[src/rtl/fetch_pkg.sv]
// Shared types and constants for the instruction fetch stage.
`timescale 1ns/1ps
package fetch_pkg;

  typedef enum logic [1:0] {
    IDLE = 2'd0,
    REQ  = 2'd1,
    DROP = 2'd2
  } fetch_state_e;

  localparam int unsigned WORD_BYTES       = 4;
  localparam logic [31:0] DEFAULT_RESET_PC = 32'h0000_0000;

  typedef struct packed {
    logic [31:0] word;
    logic [31:0] pc;
  } fetch_entry_t;

  function automatic logic [31:0] align_word(input logic [31:0] addr);
    return {addr[31:2], 2'b00};
  endfunction

endpackage

[src/rtl/fetch_fifo.sv]
// Registered prefetch FIFO of {word, pc} entries; the head is read straight
// from storage, so a pushed entry becomes visible one cycle after the push.
`timescale 1ns/1ps
module fetch_fifo
  import fetch_pkg::*;
#(
  parameter int unsigned DEPTH = 4,
  parameter int unsigned CNT_W = $clog2(DEPTH + 1)
) (
  input  logic               clk,
  input  logic               rst_n,
  input  logic               push_i,
  input  fetch_entry_t       push_data_i,
  input  logic               pop_i,
  input  logic               flush_i,
  output logic [CNT_W-1:0]   count_o,
  output fetch_entry_t       head_o
);

  localparam int unsigned PTR_W = $clog2(DEPTH);

  fetch_entry_t             mem_q [DEPTH];
  logic [PTR_W-1:0]         wr_ptr_q, wr_ptr_d;
  logic [PTR_W-1:0]         rd_ptr_q, rd_ptr_d;
  logic [CNT_W-1:0]         count_q, count_d;

  // Flush wins over any push or pop in the same cycle.
  always_comb begin
    wr_ptr_d = wr_ptr_q;
    rd_ptr_d = rd_ptr_q;
    count_d  = count_q;
    if (flush_i) begin
      wr_ptr_d = '0;
      rd_ptr_d = '0;
      count_d  = '0;
    end else begin
      if (push_i) wr_ptr_d = wr_ptr_q + 1'b1;
      if (pop_i)  rd_ptr_d = rd_ptr_q + 1'b1;
      case ({push_i, pop_i})
        2'b10:   count_d = count_q + 1'b1;
        2'b01:   count_d = count_q - 1'b1;
        default: count_d = count_q;
      endcase
    end
  end

  always_ff @(posedge clk or negedge rst_n) begin
    if (!rst_n) begin
      wr_ptr_q <= '0;
      rd_ptr_q <= '0;
      count_q  <= '0;
    end else begin
      wr_ptr_q <= wr_ptr_d;
      rd_ptr_q <= rd_ptr_d;
      count_q  <= count_d;
    end
  end

  // Storage is cleared on reset so the decoder-facing outputs start at zero.
  always_ff @(posedge clk or negedge rst_n) begin
    if (!rst_n) begin
      for (int i = 0; i < int'(DEPTH); i++) mem_q[i] <= '0;
    end else if (push_i && !flush_i) begin
      mem_q[wr_ptr_q] <= push_data_i;
    end
  end

  assign count_o = count_q;
  assign head_o  = mem_q[rd_ptr_q];

endmodule

[src/rtl/fetch_unit.sv]
// Instruction fetch: single-outstanding imem request FSM, fetch PC tracking,
// prefetch FIFO towards the decoder and redirect/flush handling.
`timescale 1ns/1ps
module fetch_unit
  import fetch_pkg::*;
#(
  parameter int unsigned DEPTH    = 4,
  parameter logic [31:0] RESET_PC = DEFAULT_RESET_PC
) (
  input  logic        clk,
  input  logic        rst_n,
  output logic        imem_req,
  output logic [31:0] imem_addr,
  input  logic        imem_ack,
  input  logic [31:0] imem_rdata,
  output logic [31:0] code,
  output logic [31:0] code_pc,
  output logic        code_valid,
  input  logic        code_ready,
  input  logic        redirect,
  input  logic [31:0] redirect_pc
);

  localparam int unsigned CNT_W = $clog2(DEPTH + 1);

  fetch_state_e     state_q, state_d;
  logic [31:0]      fetch_pc_q, fetch_pc_d;
  logic [31:0]      drop_addr_q, drop_addr_d;

  logic             push;
  logic             pop;
  logic             flush;
  logic [CNT_W-1:0] count;
  logic [CNT_W:0]   occ_after_ack;
  logic             room_after_ack;
  fetch_entry_t     push_entry;
  fetch_entry_t     head;

  assign pop        = code_valid && code_ready;
  assign code_valid = (count != '0);
  assign code       = head.word;
  assign code_pc    = head.pc;

  assign push_entry.word = imem_rdata;
  assign push_entry.pc   = fetch_pc_q;

  // Occupancy once this ack's word lands; decides back-to-back issue.
  assign occ_after_ack  = {1'b0, count} + (CNT_W+1)'(1) - (CNT_W+1)'(pop);
  assign room_after_ack = occ_after_ack < (CNT_W+1)'(DEPTH);

  always_comb begin
    state_d     = state_q;
    fetch_pc_d  = fetch_pc_q;
    drop_addr_d = drop_addr_q;
    push        = 1'b0;
    flush       = redirect;
    imem_req    = 1'b0;
    imem_addr   = fetch_pc_q;
    case (state_q)
      IDLE: begin
        if (redirect) begin
          fetch_pc_d = align_word(redirect_pc);
          state_d    = REQ;
        end else if (count < CNT_W'(DEPTH)) begin
          state_d = REQ;
        end
      end
      REQ: begin
        imem_req = 1'b1;
        if (redirect) begin
          fetch_pc_d = align_word(redirect_pc);
          if (!imem_ack) begin
            // The old request is still in flight: keep presenting it.
            drop_addr_d = fetch_pc_q;
            state_d     = DROP;
          end
        end else if (imem_ack) begin
          push       = 1'b1;
          fetch_pc_d = fetch_pc_q + 32'(WORD_BYTES);
          state_d    = room_after_ack ? REQ : IDLE;
        end
      end
      DROP: begin
        imem_req  = 1'b1;
        imem_addr = drop_addr_q;
        if (redirect) fetch_pc_d = align_word(redirect_pc);
        if (imem_ack) state_d = REQ;
      end
      default: state_d = IDLE;
    endcase
  end

  always_ff @(posedge clk or negedge rst_n) begin
    if (!rst_n) begin
      state_q     <= IDLE;
      fetch_pc_q  <= RESET_PC;
      drop_addr_q <= RESET_PC;
    end else begin
      state_q     <= state_d;
      fetch_pc_q  <= fetch_pc_d;
      drop_addr_q <= drop_addr_d;
    end
  end

  fetch_fifo #(
    .DEPTH (DEPTH),
    .CNT_W (CNT_W)
  ) u_fifo (
    .clk         (clk),
    .rst_n       (rst_n),
    .push_i      (push),
    .push_data_i (push_entry),
    .pop_i       (pop),
    .flush_i     (flush),
    .count_o     (count),
    .head_o      (head)
  );

endmodule
[config.mk]
export PLATFORM = sky130hd
export DESIGN_NAME = fetch_unit
export DESIGN_NICKNAME = d
export VERILOG_FILES = /design/src/rtl/fetch_pkg.sv /design/src/rtl/fetch_fifo.sv /design/src/rtl/fetch_unit.sv
export SDC_FILE = /design/constraint.sdc
export NUM_CORES = 1
export LEC_CHECK = 0
export ABC_AREA = 1
export CORE_ASPECT_RATIO = 0.6
export CORE_MARGIN = 2
export CORE_UTILIZATION = 30
export CTS_CLUSTER_SIZE = 16
export DETAILED_ROUTE_END_ITERATION = 8
export DONT_BUFFER_PORTS = 1
export HOLD_SLACK_MARGIN = 0.12
export PLACE_DENSITY = 0.49
export SLEW_MARGIN = 20
export SYNTH_ARGS = -nofsm -noshare
export SYNTH_HDL_FRONTEND = slang
export SYNTH_SLANG_ARGS = --single-unit
[constraint.sdc]
create_clock -name clk -period 5.85 [get_ports clk]
set_input_delay 1.755 -clock clk [delete_from_list [all_inputs] [get_ports clk]]
set_output_delay 1.755 -clock clk [all_outputs]
set_load 0.02 [all_outputs]
* Yosys cells after proc, flatten, opt, wreduce, memory -nomap -nowiden
Cells that the tools add are included.
** Storage, ports and cells
- Flip-flop bits (word level) :: 329
- Input bits :: 69
- Output and inout port bits :: 98
- Word-level logic and storage cells :: 82
** Operators by class
- Add/sub/neg operators :: 7
- $lt $le $gt $ge :: 5
- Eq/ne operators :: 9
- Mux-type cells :: 29
- Bitwise gates (word level) :: 3
- Reduce and logical (&&, ||, !) cells :: 15
** Operator list (number)
- 256-bit bitwise mux :: 1
- 64-bit 2-to-1 mux :: 3
- 64-bit binary-select mux with 2-bit select :: 1
- 64-bit demux with 2-bit select :: 1
- 32-bit 2-to-1 mux :: 4
- 32-bit case mux with 2 select lines :: 1
- 32-bit by 3-bit adder with 32-bit output, second input constant :: 1
- 2-bit 2-to-1 mux :: 10
- 3-bit != test, second input constant :: 3
- 3-bit greater-or-equal comparator, second input constant :: 2
- 2-bit NOT with 3-bit output :: 2
- 2-bit case mux with 3 select lines :: 1
- 3-bit case mux with 2 select lines :: 1
- 3-bit AND reduction :: 2
- 2-bit nonzero test :: 3
- 3-bit nonzero test :: 2
- 1-bit 2-to-1 mux :: 5
- 2-bit by 1-bit adder with 2-bit output, second input constant :: 2
- 3-bit by 1-bit adder with 4-bit output, second input constant :: 1
- 2-bit by 1-bit == test with 1-bit output, second input constant :: 2
- 2-bit == test, second input constant :: 2
- 4-bit by 3-bit < comparator with 1-bit output, second input constant :: 1
- 4-bit AND reduction :: 1
- 2-bit OR reduction :: 2
- 12 further kinds :: 14

* Depth between registers and ports, before layout
Gate-level depths: netlist of the first run.
- Word-level depth :: 8
- Depth in mapped cells :: 13
- Depth with buffers taken out :: 11

* Modules after synthesis
From an unflattened synthesis of the first run, not the netlist that was laid out.
** Second synthesis, totals
- Cells, all modules :: 1914
- Area, all modules :: 15293.4 um^2
** Modules (own cells, without submodules)
- fetch_fifo :: times used 1, cells each 1307, area each 11273.3 um^2, sequential area each 6581.3 um^2
- fetch_unit :: times used 1, cells each 607, area each 4020.1 um^2, sequential area each 1551.5 um^2

* Worst setup path after synthesis of the first run
OpenSTA, ideal clock, no wires.
- Path type :: register to output
- Start point :: register state_q[0]
- End point :: output imem_addr[10]
- Arrival time :: 1.451 ns
- Required time :: 4.095 ns
- Setup slack :: 2.644 ns
- Cell stages (with the launch flop) :: 6
- Buffers on the path :: 2
- Cell sequence :: dfrtp_1 inv_1 ha_1 buf_2 clkbuf_1 o21ai_0
** On the way
- Cells in the longest elaborated chain, start to end :: 2
** RTL lines
- start: declaration :: line fetch_unit.sv:26 : fetch_state_e state_q, state_d;
- start signal: assignment :: line fetch_unit.sv:99 : state_q <= state_d;
- 2-bit == test :: line fetch_unit.sv:59 : case (state_q)
- 32-bit 2-to-1 mux :: line fetch_unit.sv:59
- end: declaration :: line fetch_unit.sv:13 : output logic [31:0] imem_addr,
No other way between the ends.

* Worst setup path after layout of the first run
- Start point :: register u_fifo.rd_ptr_q[0]
- End point :: output code[11]
** On the way
- Cells in the longest elaborated chain, start to end :: 4
** RTL lines
- start: declaration :: line fetch_fifo.sv:24 : logic [PTR_W-1:0] rd_ptr_q, rd_ptr_d;
- start signal: assignment :: line fetch_fifo.sv:54 : rd_ptr_q <= rd_ptr_d;
- 2-bit NOT with 3-bit output (not written as such) :: line fetch_fifo.sv:69 : assign head_o = mem_q[rd_ptr_q];
- 64-bit binary-select mux with 2-bit select :: line fetch_fifo.sv:69
- 64-bit 2-to-1 mux (not written as such) (2 in series) :: line fetch_fifo.sv:69
- end: declaration :: line fetch_unit.sv:16 : output logic [31:0] code,
No other way between the ends. The select of a mux whose other input is x is not followed.

==> reports/results.tsv, run 1 <==
stage	metric	value	unit
outcome	run status	completed	
die	Core Region	49110	sq um
power_and_ir_drop	VDD IR-drop max	0.0002001	V
clocking	H-tree depth	2	
clocking	CTS sink cnt	317	
detailed_routing	DR vias/cell	5.002	
worst_setup_path	Worst Path Required	4090	ps
logic_synthesis	Ys Warns	0	
sta	period utilisation layout	83.84	%
place	buffers added on ports	0	
sta	setup violators final	0	
logic_synthesis	syn avg cell area	8.121	sq um
detailed_routing	detailed-route wire length per cell	18.10	um
power_and_ir_drop	Lkg Pwr	7.447	nW
die	Die ar.	51310	sq um
logic_synthesis	Syn Inst Count	1827	
clocking	CTS max path bufs	3	
power_and_ir_drop	Clock power frac	24.7	%
logic_synthesis	synth unique cells	37	
global_route	largest net degree at the start of global routing	318	
global_route	gr ovfl total	0	
place	pre-CTS setup slack	1467	ps
detailed_routing	DR DRC count	0	
sta	Fmax	203.9	MHz
logic_synthesis	share of flip-flops with an asynchronous set or reset	100.0	%
clocking	Skew-Pair Late Insertion Delay	530	ps
detailed_routing	drt first-iter violations	1164	
worst_hold_path	Worst Hold Class	reg2reg	
place	dpl hpwl	26670	um
place	GPL Wtd Cong	0.9658	
power_and_ir_drop	Sw Ratio	43.00	%
worst_setup_path	CP Cell Sequence	inv_4 -> buf_4 -> o21ai_0 -> o22ai_1	
final_layout	share of cells above drive strength 1	4.840	%
worst_setup_path	Crit path buffers/inverters	2	
sta	Final Max Slew Viols	0	
global_route	first-pass GRT wire length	68830	um
worst_setup_path	Startpoint Class	register	
worst_setup_path	endpoint type of the worst setup path	primary output	
global_route	antenna violations before repair	0	
power_and_ir_drop	internal power	0.005033	W
sta	slew margin rel.	29.81	%
logic_synthesis	Synth Register Bits	317	
worst_setup_path	CP Data Arrival Time	3150	ps
clocking	Clk pin slew, worst setup/hold paths	60	ps
detailed_routing	Post-DRT Antenna Nets	0	
clocking	root buffer cell	clkbuf_16	
global_route	vias in the first global route	11368	
worst_setup_path	FF-to-FF setup slack	3110	ps
sta	Period minus WS final	4905	ps
clocking	CTS tree	built	
final_layout	non-filler cells, final	2428	
clocking	cts hold-fix bufs	0	
die	initial core utilization	30.21	%
sta	RSZ-0062 raised after global routing	no	
die	Die H	176.3	um
logic_synthesis	sequential area share after synthesis	53.47	%
die	# rows	63	
detailed_routing	Pre-antenna DRT Iters	5	
sta	setup ws final	945.2	ps
worst_setup_path	Slowest Stage Delay on Critical Path	790	ps
die	die width	291.1	um
detailed_routing	Vias	12144	
clocking	cts bufs inserted	36	
final_layout	final net count	1836	
place	Placed Cells	2369	
clocking	Post-CTS Setup Repair Bufs	0	
worst_setup_path	Critical Path Fanout Max	82	
global_route	GRT Util Overall	17.13	%
worst_setup_path	CP delay by family, top	buffers and inverters	
power_and_ir_drop	P_sw	0.003798	W
die	num ports	167	
sta	final setup skew	25.66	ps
final_layout	Area growth syn-to-layout	9.453	%
sta	setup TNS	0	ps
power_and_ir_drop	Flop pwr share	39.3	%
logic_synthesis	Primary FF master, synth	dfrtp_1	
power_and_ir_drop	Logic pwr share	35.9	%
sta	Final Hold Viols	0	
clocking	cts repair resizes	0	
worst_setup_path	CP max stage cell	inv_4	
job	# Max-Cap Violations	0	
logic_synthesis	mapped cell area	14840	sq um
logic_synthesis	Post-synth EDFFs	0	
sta	Slew @ Worst Pin	1049	ps
worst_setup_path	critical path class	reg2out	
detailed_routing	Post-Route WL	43950	um
power_and_ir_drop	power density over the cells	543.8	nW/um^2
==> tightest hold or removal path, stage by stage (launching register included) <==
cell and delay (ps):
dfrtp_1 330, nand2_1 50, o21ai_0 60
==> path summary, 6_finish.rpt <==
kind	end	start	depth (start not counted)
worst min-delay path	u_fifo.mem_q[144]	u_fifo.mem_q[144]	2
worst max-delay path	code[11]	u_fifo.rd_ptr_q[0]	4
worst max register to register	fetch_pc_q[23]	state_q[0]	9
worst min register to register	u_fifo.mem_q[144]	u_fifo.mem_q[144]	2
min in group asynchronous	u_fifo.mem_q[99]	rst_n	0
max in group asynchronous	u_fifo.rd_ptr_q[0]	rst_n	0
==> power by group through the flow <==
stage / Combinational, W / Clock, W / Sequential, W
2_1_floorplan: 0.00250 / 0 / 0.00333
3_3_place_gp: 0.00315 / 0 / 0.00347
3_5_place_dp: 0.00319 / 0 / 0.00349
4_1_cts: 0.00320 / 0.00226 / 0.00346
5_1_grt: 0.00358 / 0.00236 / 0.00357
6_report: 0.00317 / 0.00219 / 0.00347
==> metal layers <==
layer  GRT usage [%]  vias to the layer above  share of wire (%)
met5               0                        -                  0
met2           23.59                      359                 41
met4           3.497                        0                1.6
li1                -                     5855                  -
met1           26.57                     5885                 50
met3           4.368                       45                7.5
==> state kept, by name, summed over array words and instances (netlist names) <==
register and count:
drop_addr_q 30, fetch_pc_q 30, state_q 2, u_fifo.count_o 3
u_fifo.mem_q 248, u_fifo.rd_ptr_q 2, u_fifo.wr_ptr_q 2
==> final cells by class <==
| cell class | instances | area [sq um] |
|---|---|---|
| Timing Repair Buffer | 12 | 90.09 |
| Inverter | 90 | 340.3 |
| Sequential cell | 317 | 7938 |
| Fill cell | 5159 | 32870 |
| Tap cell | 650 | 813.3 |
| Clock buffer | 50 | 1023 |
| Clock inverter | 8 | 82.58 |
| Multi-Input combinational cell | 1300 | 5949 |
| Antenna cell | 1 | 2.502 |
==> cell usage in the layout, fill, tap and decap left out, types with 2 or more instances in the layout <==
master     count
o21ai_1       17
nand2_4        5
nor2_1       213
nand2_1      465
clkbuf_8       7
buf_4         12
conb_1         4
ha_1           8
nand4_1        2
clkbuf_1       7
a21oi_1        8
o21ai_0      448
or2_2          2
inv_1         85
o22ai_1       68
a22oi_2        2
nand3_1       39
clkbuf_16     36
nand3b_1       3
xor2_1         2
dfrtp_1      315
clkinv_2       4
inv_2          4
==> stage by stage <==
| stage | power [W] | cell area [sq um] | utilization, % | hold slack [ps] |
|---|---|---|---|---|
| after detailed placement | 0.006685 | 15120 | 30.79 | 467.9 |
| after global routing | 0.009512 | 16240 | 33.06 | 493.3 |
| after floorplan | 0.005832 | 14850 | - | 447.8 |
| after CTS | 0.008923 | 16230 | 33.04 | 482.2 |
| final | 0.008831 | 16240 | 33.07 | 478.6 |
| after global placement | 0.006617 | 15120 | 30.79 | 460.7 |
==> cells in the mapped netlist, types with 2 or more instances <==
cell      count  area, sq um
nand4_1       2        12.51
buf_4        31        232.7
nand2_2       4        25.02
inv_1        86        322.8
inv_2         3        11.26
buf_2         8        40.04
o22ai_1      68        425.4
o21ai_1      17        85.08
nand3b_1      3        22.52
ha_1          9        112.6
a22oi_2       2        25.02
clkbuf_1     73        274.0
buf_6        10        112.6
dfrtp_1     317         7933
or2_2         2        12.51
a21oi_1       8        40.04
o21ai_0     448         2242
xor2_1        2        17.52
nand3_1      39        195.2
nand2_1     466         1749
nor2_1      213        799.5
==> cell families (layout without fill, tap and decap cells) <==
| family | Yosys count | count (layout) | share of synthesized area, % |
|---|---|---|---|
| AOI/OAI and AO/OA | 548 | 548 | 19.31 |
| xor gates and xnor gates | 2 | 2 | 0.1181 |
| adders and majority gates | 10 | 10 | 0.8939 |
| buffers and inverters | 213 | 160 | 6.746 |
| DFF | 317 | 317 | 53.47 |
| other | 1 | 5 | 0.02528 |
| and+or+nand+nor | 736 | 736 | 19.44 |
Note: power is estimated with default switching activity, not from simulation.
==> inputs of run 2 (changes only) <==
Clock period 5.85 ns to 4.9 ns, I/O delays scaled along.
==> reports/results.tsv, run 2 (synthesis gave the netlist of run 1 again) <==
stage	metric	value	unit
outcome	run status	completed	
sta	Fmax	239.4	MHz
clocking	root buffer cell	clkbuf_16	
sta	Slew @ Worst Pin	1063	ps
global_route	GRT Util Overall	16.94	%
sta	Period minus WS final	4177	ps
sta	Final Hold Viols	0	
die	Die H	176.3	um
final_layout	Area growth syn-to-layout	9.917	%
clocking	H-tree depth	2	
worst_setup_path	Worst Path Required	3430	ps
die	die width	291.1	um
power_and_ir_drop	Lkg Pwr	7.491	nW
worst_setup_path	Startpoint Class	register	
detailed_routing	Vias	12107	
clocking	CTS tree	built	
worst_hold_path	Worst Hold Class	reg2reg	
final_layout	biggest regs	u_fifo.mem_q x248, drop_addr_q x30, fetch_pc_q x30	
sta	slew margin rel.	29.14	%
final_layout	non-filler cells, final	2435	
global_route	antenna violations before repair	0	
place	buffers added on ports	0	
place	GPL Wtd Cong	0.9295	
clocking	CTS max path bufs	3	
clocking	Post-CTS Setup Repair Bufs	0	
sta	final setup skew	16.75	ps
global_route	gr ovfl total	0	
die	# rows	63	
detailed_routing	drt first-iter violations	1254	
final_layout	most frequent cells in the layout	nand2_1, o21ai_0, dfrtp_1	
detailed_routing	DR DRC count	0	
detailed_routing	detailed-route wire length per cell	17.81	um
power_and_ir_drop	VDD IR-drop max	0.0001708	V
sta	Min Hold Slack	478.2	ps
sta	period utilisation layout	85.24	%
final_layout	share of cells above drive strength 1	5.098	%
worst_setup_path	critical path class	reg2out	
clocking	cts repair resizes	0	
global_route	largest net degree at the start of global routing	318	
place	dpl hpwl	26690	um
clocking	cts hold-fix bufs	0	
clocking	Skew-Pair Late Insertion Delay	530	ps
sta	setup violators final	0	
final_layout	final net count	1841	
power_and_ir_drop	power density over the cells	648.1	nW/um^2
global_route	vias in the first global route	11304	
worst_setup_path	CP Data Arrival Time	2710	ps
final_layout	most common cell after layout, fill and taps aside	nand2_1	
sta	setup ws final	723.3	ps
worst_setup_path	endpoint type of the worst setup path	primary output	
die	Core Region	49110	sq um
sta	RSZ-0062 raised after global routing	no	
die	initial core utilization	30.21	%
die	Die ar.	51310	sq um
detailed_routing	Post-Route WL	43370	um
final_layout	antenna cell count	0	
place	pre-CTS setup slack	1233	ps
place	Placed Cells	2375	
die	num ports	167	
final_layout	register name with the most flops	u_fifo.mem_q	
detailed_routing	Pre-antenna DRT Iters	6	
clocking	CTS sink cnt	317	
clocking	Clk pin slew, worst setup/hold paths	60	ps
detailed_routing	DR vias/cell	4.972	
sta	setup TNS	0	ps
worst_setup_path	Critical Path Fanout Max	52	
final_layout	number of flip-flops in the largest register	248	
clocking	cts bufs inserted	35	
detailed_routing	Post-DRT Antenna Nets	0	
job	# Max-Cap Violations	0	
global_route	first-pass GRT wire length	68480	um
sta	Final Max Slew Viols	0	
==> run 2: cell count changes in the layout (fill, tap and decap cells not counted), sizes merged <==
| cell | previous run | this run |
|---|---|---|
| diode | 1 | 0 |
| bufinv | 1 | 2 |
| clkinv | 5 | 6 |
| clkbuf | 50 | 51 |
| clkinvlp | 1 | 0 |
| buf | 12 | 18 |
==> run 2: report_power, final <==
group | internal (W) | total [W] | leakage (nW) | switching (W)
combinational | 0.000969 | 0.00380 | 2.79 | 0.00283
clock | 0.00153 | 0.00264 | 0.551 | 0.00111
sequential | 0.00354 | 0.00412 | 4.15 | 0.000579
==> run 2: critical path, stage by stage, from the launching register on <==
cell,delay (ps)
dfrtp_4,610
inv_4,510
buf_4,410
o21ai_0,120
o22ai_1,460
==> run 2: worst paths after layout <==
| check | start | to | slack (ps) | cells after the start |
|---|---|---|---|---|
| max | u_fifo.rd_ptr_q[0] | code[11] | 720 | 4 |
| min | u_fifo.mem_q[119] | u_fifo.mem_q[119] | 480 | 2 |
| max reg2reg | state_q[0] | fetch_pc_q[20] | 2070 | 11 |
| min reg2reg | u_fifo.mem_q[119] | u_fifo.mem_q[119] | 480 | 2 |
| max in group asynchronous | rst_n | u_fifo.rd_ptr_q[0] | 3380 | 0 |
| min in group asynchronous | rst_n | u_fifo.mem_q[35] | 650 | 0 |
==> run 2: stage by stage <==
stage | cell area, sq um | utilization (%) | power (W)
after floorplan | 14850 | - | 0.006962
after global placement | 15190 | 30.93 | 0.007903
after detailed placement | 15190 | 30.93 | 0.007987
after CTS | 16310 | 33.21 | 0.01070
after global routing | 16310 | 33.21 | 0.01139
final | 16310 | 33.21 | 0.01057
==> run 2: per-layer routing <==
| metal | track usage [%] | wire length [um] | part of all wire, % |
|---|---|---|---|
| met5 | 0 | 0 | 0 |
| met4 | 3.605 | 739 | 1.7 |
| met3 | 4.532 | 3351 | 7.7 |
| met2 | 23.98 | 17800 | 41 |
| met1 | 25.59 | 21480 | 50 |
==> run 2: layout make-up <==
cell class              count  area [sq um]
well taps                 650         813.3
repair buffers             18         160.2
fillers                  5149         32800
clock inverters             9         110.1
flip-flops and latches    317          7938
clock buffers              51          1007
inverters                  90         340.3
multi-input cells        1300          5939
==> inputs of run 3 (changes only) <==
Settings changed: CORE_UTILIZATION 30 to 37, PLACE_DENSITY 0.49 to 0.56.
==> reports/results.tsv, run 3 (synthesis gave the netlist of run 1 again) <==
stage	metric	value	unit
clocking	cts repair resizes	0	
clocking	cts hold-fix bufs	0	
final_layout	share of cells above drive strength 1	4.826	%
clocking	CTS tree	built	
place	GPL Wtd Cong	0.9614	
global_route	gr ovfl total	0	
final_layout	antenna cell count	0	
sta	RSZ-0062 raised after global routing	no	
die	Core Region	39310	sq um
clocking	CTS sink cnt	317	
clocking	cts bufs inserted	34	
global_route	GRT Util Overall	19.53	%
die	die width	262.5	um
worst_hold_path	Worst Hold Class	reg2reg	
clocking	Post-CTS Setup Repair Bufs	0	
clocking	Skew-Pair Late Insertion Delay	520	ps
power_and_ir_drop	Lkg Pwr	7.470	nW
clocking	Clk pin slew, worst setup/hold paths	60	ps
final_layout	number of flip-flops in the largest register	248	
place	buffers added on ports	0	
place	Area after DPL	15020	sq um
worst_setup_path	Worst Path Required	3430	ps
global_route	largest net degree at the start of global routing	318	
detailed_routing	Post-Route WL	40790	um
worst_setup_path	Startpoint Class	register	
final_layout	Core Util, Final	41.00	%
detailed_routing	Pre-antenna DRT Iters	5	
final_layout	Area growth syn-to-layout	8.636	%
detailed_routing	DR DRC count	0	
power_and_ir_drop	VDD IR-drop max	0.0001976	V
sta	period utilisation layout	85.68	%
power_and_ir_drop	power density over the cells	649.2	nW/um^2
clocking	H-tree depth	2	
sta	Min Hold Slack	478.9	ps
final_layout	fillers	3969	
worst_setup_path	critical path class	reg2out	
worst_setup_path	CP Data Arrival Time	2730	ps
sta	Final Max Slew Viols	0	
sta	slew margin rel.	31.28	%
global_route	first-pass GRT wire length	65770	um
sta	Slew @ Worst Pin	1031	ps
sta	setup TNS	0	ps
outcome	run status	completed	
final_layout	Final Cell Area	16120	sq um
final_layout	most common cell after layout, fill and taps aside	nand2_1	
clocking	CTS max path bufs	3	
place	dpl hpwl	25500	um
sta	Period minus WS final	4198	ps
clocking	root buffer cell	clkbuf_16	
power_and_ir_drop	total power	0.01046	W
detailed_routing	detailed-route wire length per cell	17.71	um
die	Die ar.	41770	sq um
job	# Max-Cap Violations	0	
final_layout	biggest regs	u_fifo.mem_q x248, drop_addr_q x30, fetch_pc_q x30	
detailed_routing	Post-DRT Antenna Nets	0	
die	initial core utilization	37.75	%
final_layout	register name with the most flops	u_fifo.mem_q	
sta	setup violators final	0	
sta	Final Hold Viols	0	
detailed_routing	DR vias/cell	5.222	
worst_setup_path	Critical Path Fanout Max	54	
die	num ports	167	
final_layout	most frequent cells in the layout	nand2_1, o21ai_0, dfrtp_1	
sta	final setup skew	13.88	ps
die	Die H	159.1	um
global_route	antenna violations before repair	0	
sta	Fmax	238.2	MHz
global_route	vias in the first global route	11156	
die	# rows	56	
detailed_routing	drt first-iter violations	1231	
final_layout	final net count	1838	
detailed_routing	Vias	12032	
worst_setup_path	endpoint type of the worst setup path	primary output	
run 3: changes by cell type in the layout (fill, tap and decap cells not counted), sizes merged:
cell / before / now
buf: 18 / 16
clkinv: 6 / 3
bufinv: 2 / 1
clkbuf: 51 / 55
inv: 91 / 90
run 3: path summary, 6_finish.rpt:
kind | endpoint | startpoint | cells past startpoint | slack [ps]
min in group asynchronous | u_fifo.mem_q[230] | rst_n | 0 | 660
hold reg to reg | u_fifo.mem_q[187] | u_fifo.mem_q[187] | 2 | 480
setup reg to reg | fetch_pc_q[19] | state_q[0] | 11 | 1820
setup / recovery | code_pc[7] | u_fifo.rd_ptr_q[0] | 4 | 700
max in group asynchronous | u_fifo.rd_ptr_q[0] | rst_n | 0 | 3420
hold / removal | u_fifo.mem_q[187] | u_fifo.mem_q[187] | 2 | 480
run 3: metrics by stage:
step           worst slack (ps)  instances
2_1_floorplan              1979       1830
3_3_place_gp               1246       2245
3_5_place_dp               1245       2245
4_1_cts                   680.8       2304
5_1_grt                   509.5       2304
6_report                  701.8       2304
run 3: report_power, final:
part	switching, W	leakage, nW	internal [W]
Sequential	0.000580	4.15	0.00354
Combinational	0.00279	2.78	0.000966
Clock	0.00106	0.539	0.00152
run 3: worst max-delay path: stages (launching register included):
cell	delay, ps
dfrtp_4	630
inv_4	510
buf_4	420
o21ai_0	130
o22ai_1	490
run 3: layout make-up:
class | instances | area (sq um) | area share [%]
multi-input combinational | 1300 | 5939 | 36.85
timing repair buffer | 16 | 145.1 | 0.9005
clock inverter | 4 | 48.80 | 0.3027
inverter | 90 | 340.3 | 2.111
sequential | 317 | 7938 | 49.25
tap | 522 | 653.1 | 4.052
clock buffer | 55 | 1054 | 6.536
run 3: layer usage:
metal  GRT usage [%]  routed length, um
met3           4.578               3153
met4           4.519                727
met2           27.45              16590
met1           30.05              20320
met5               0                  0
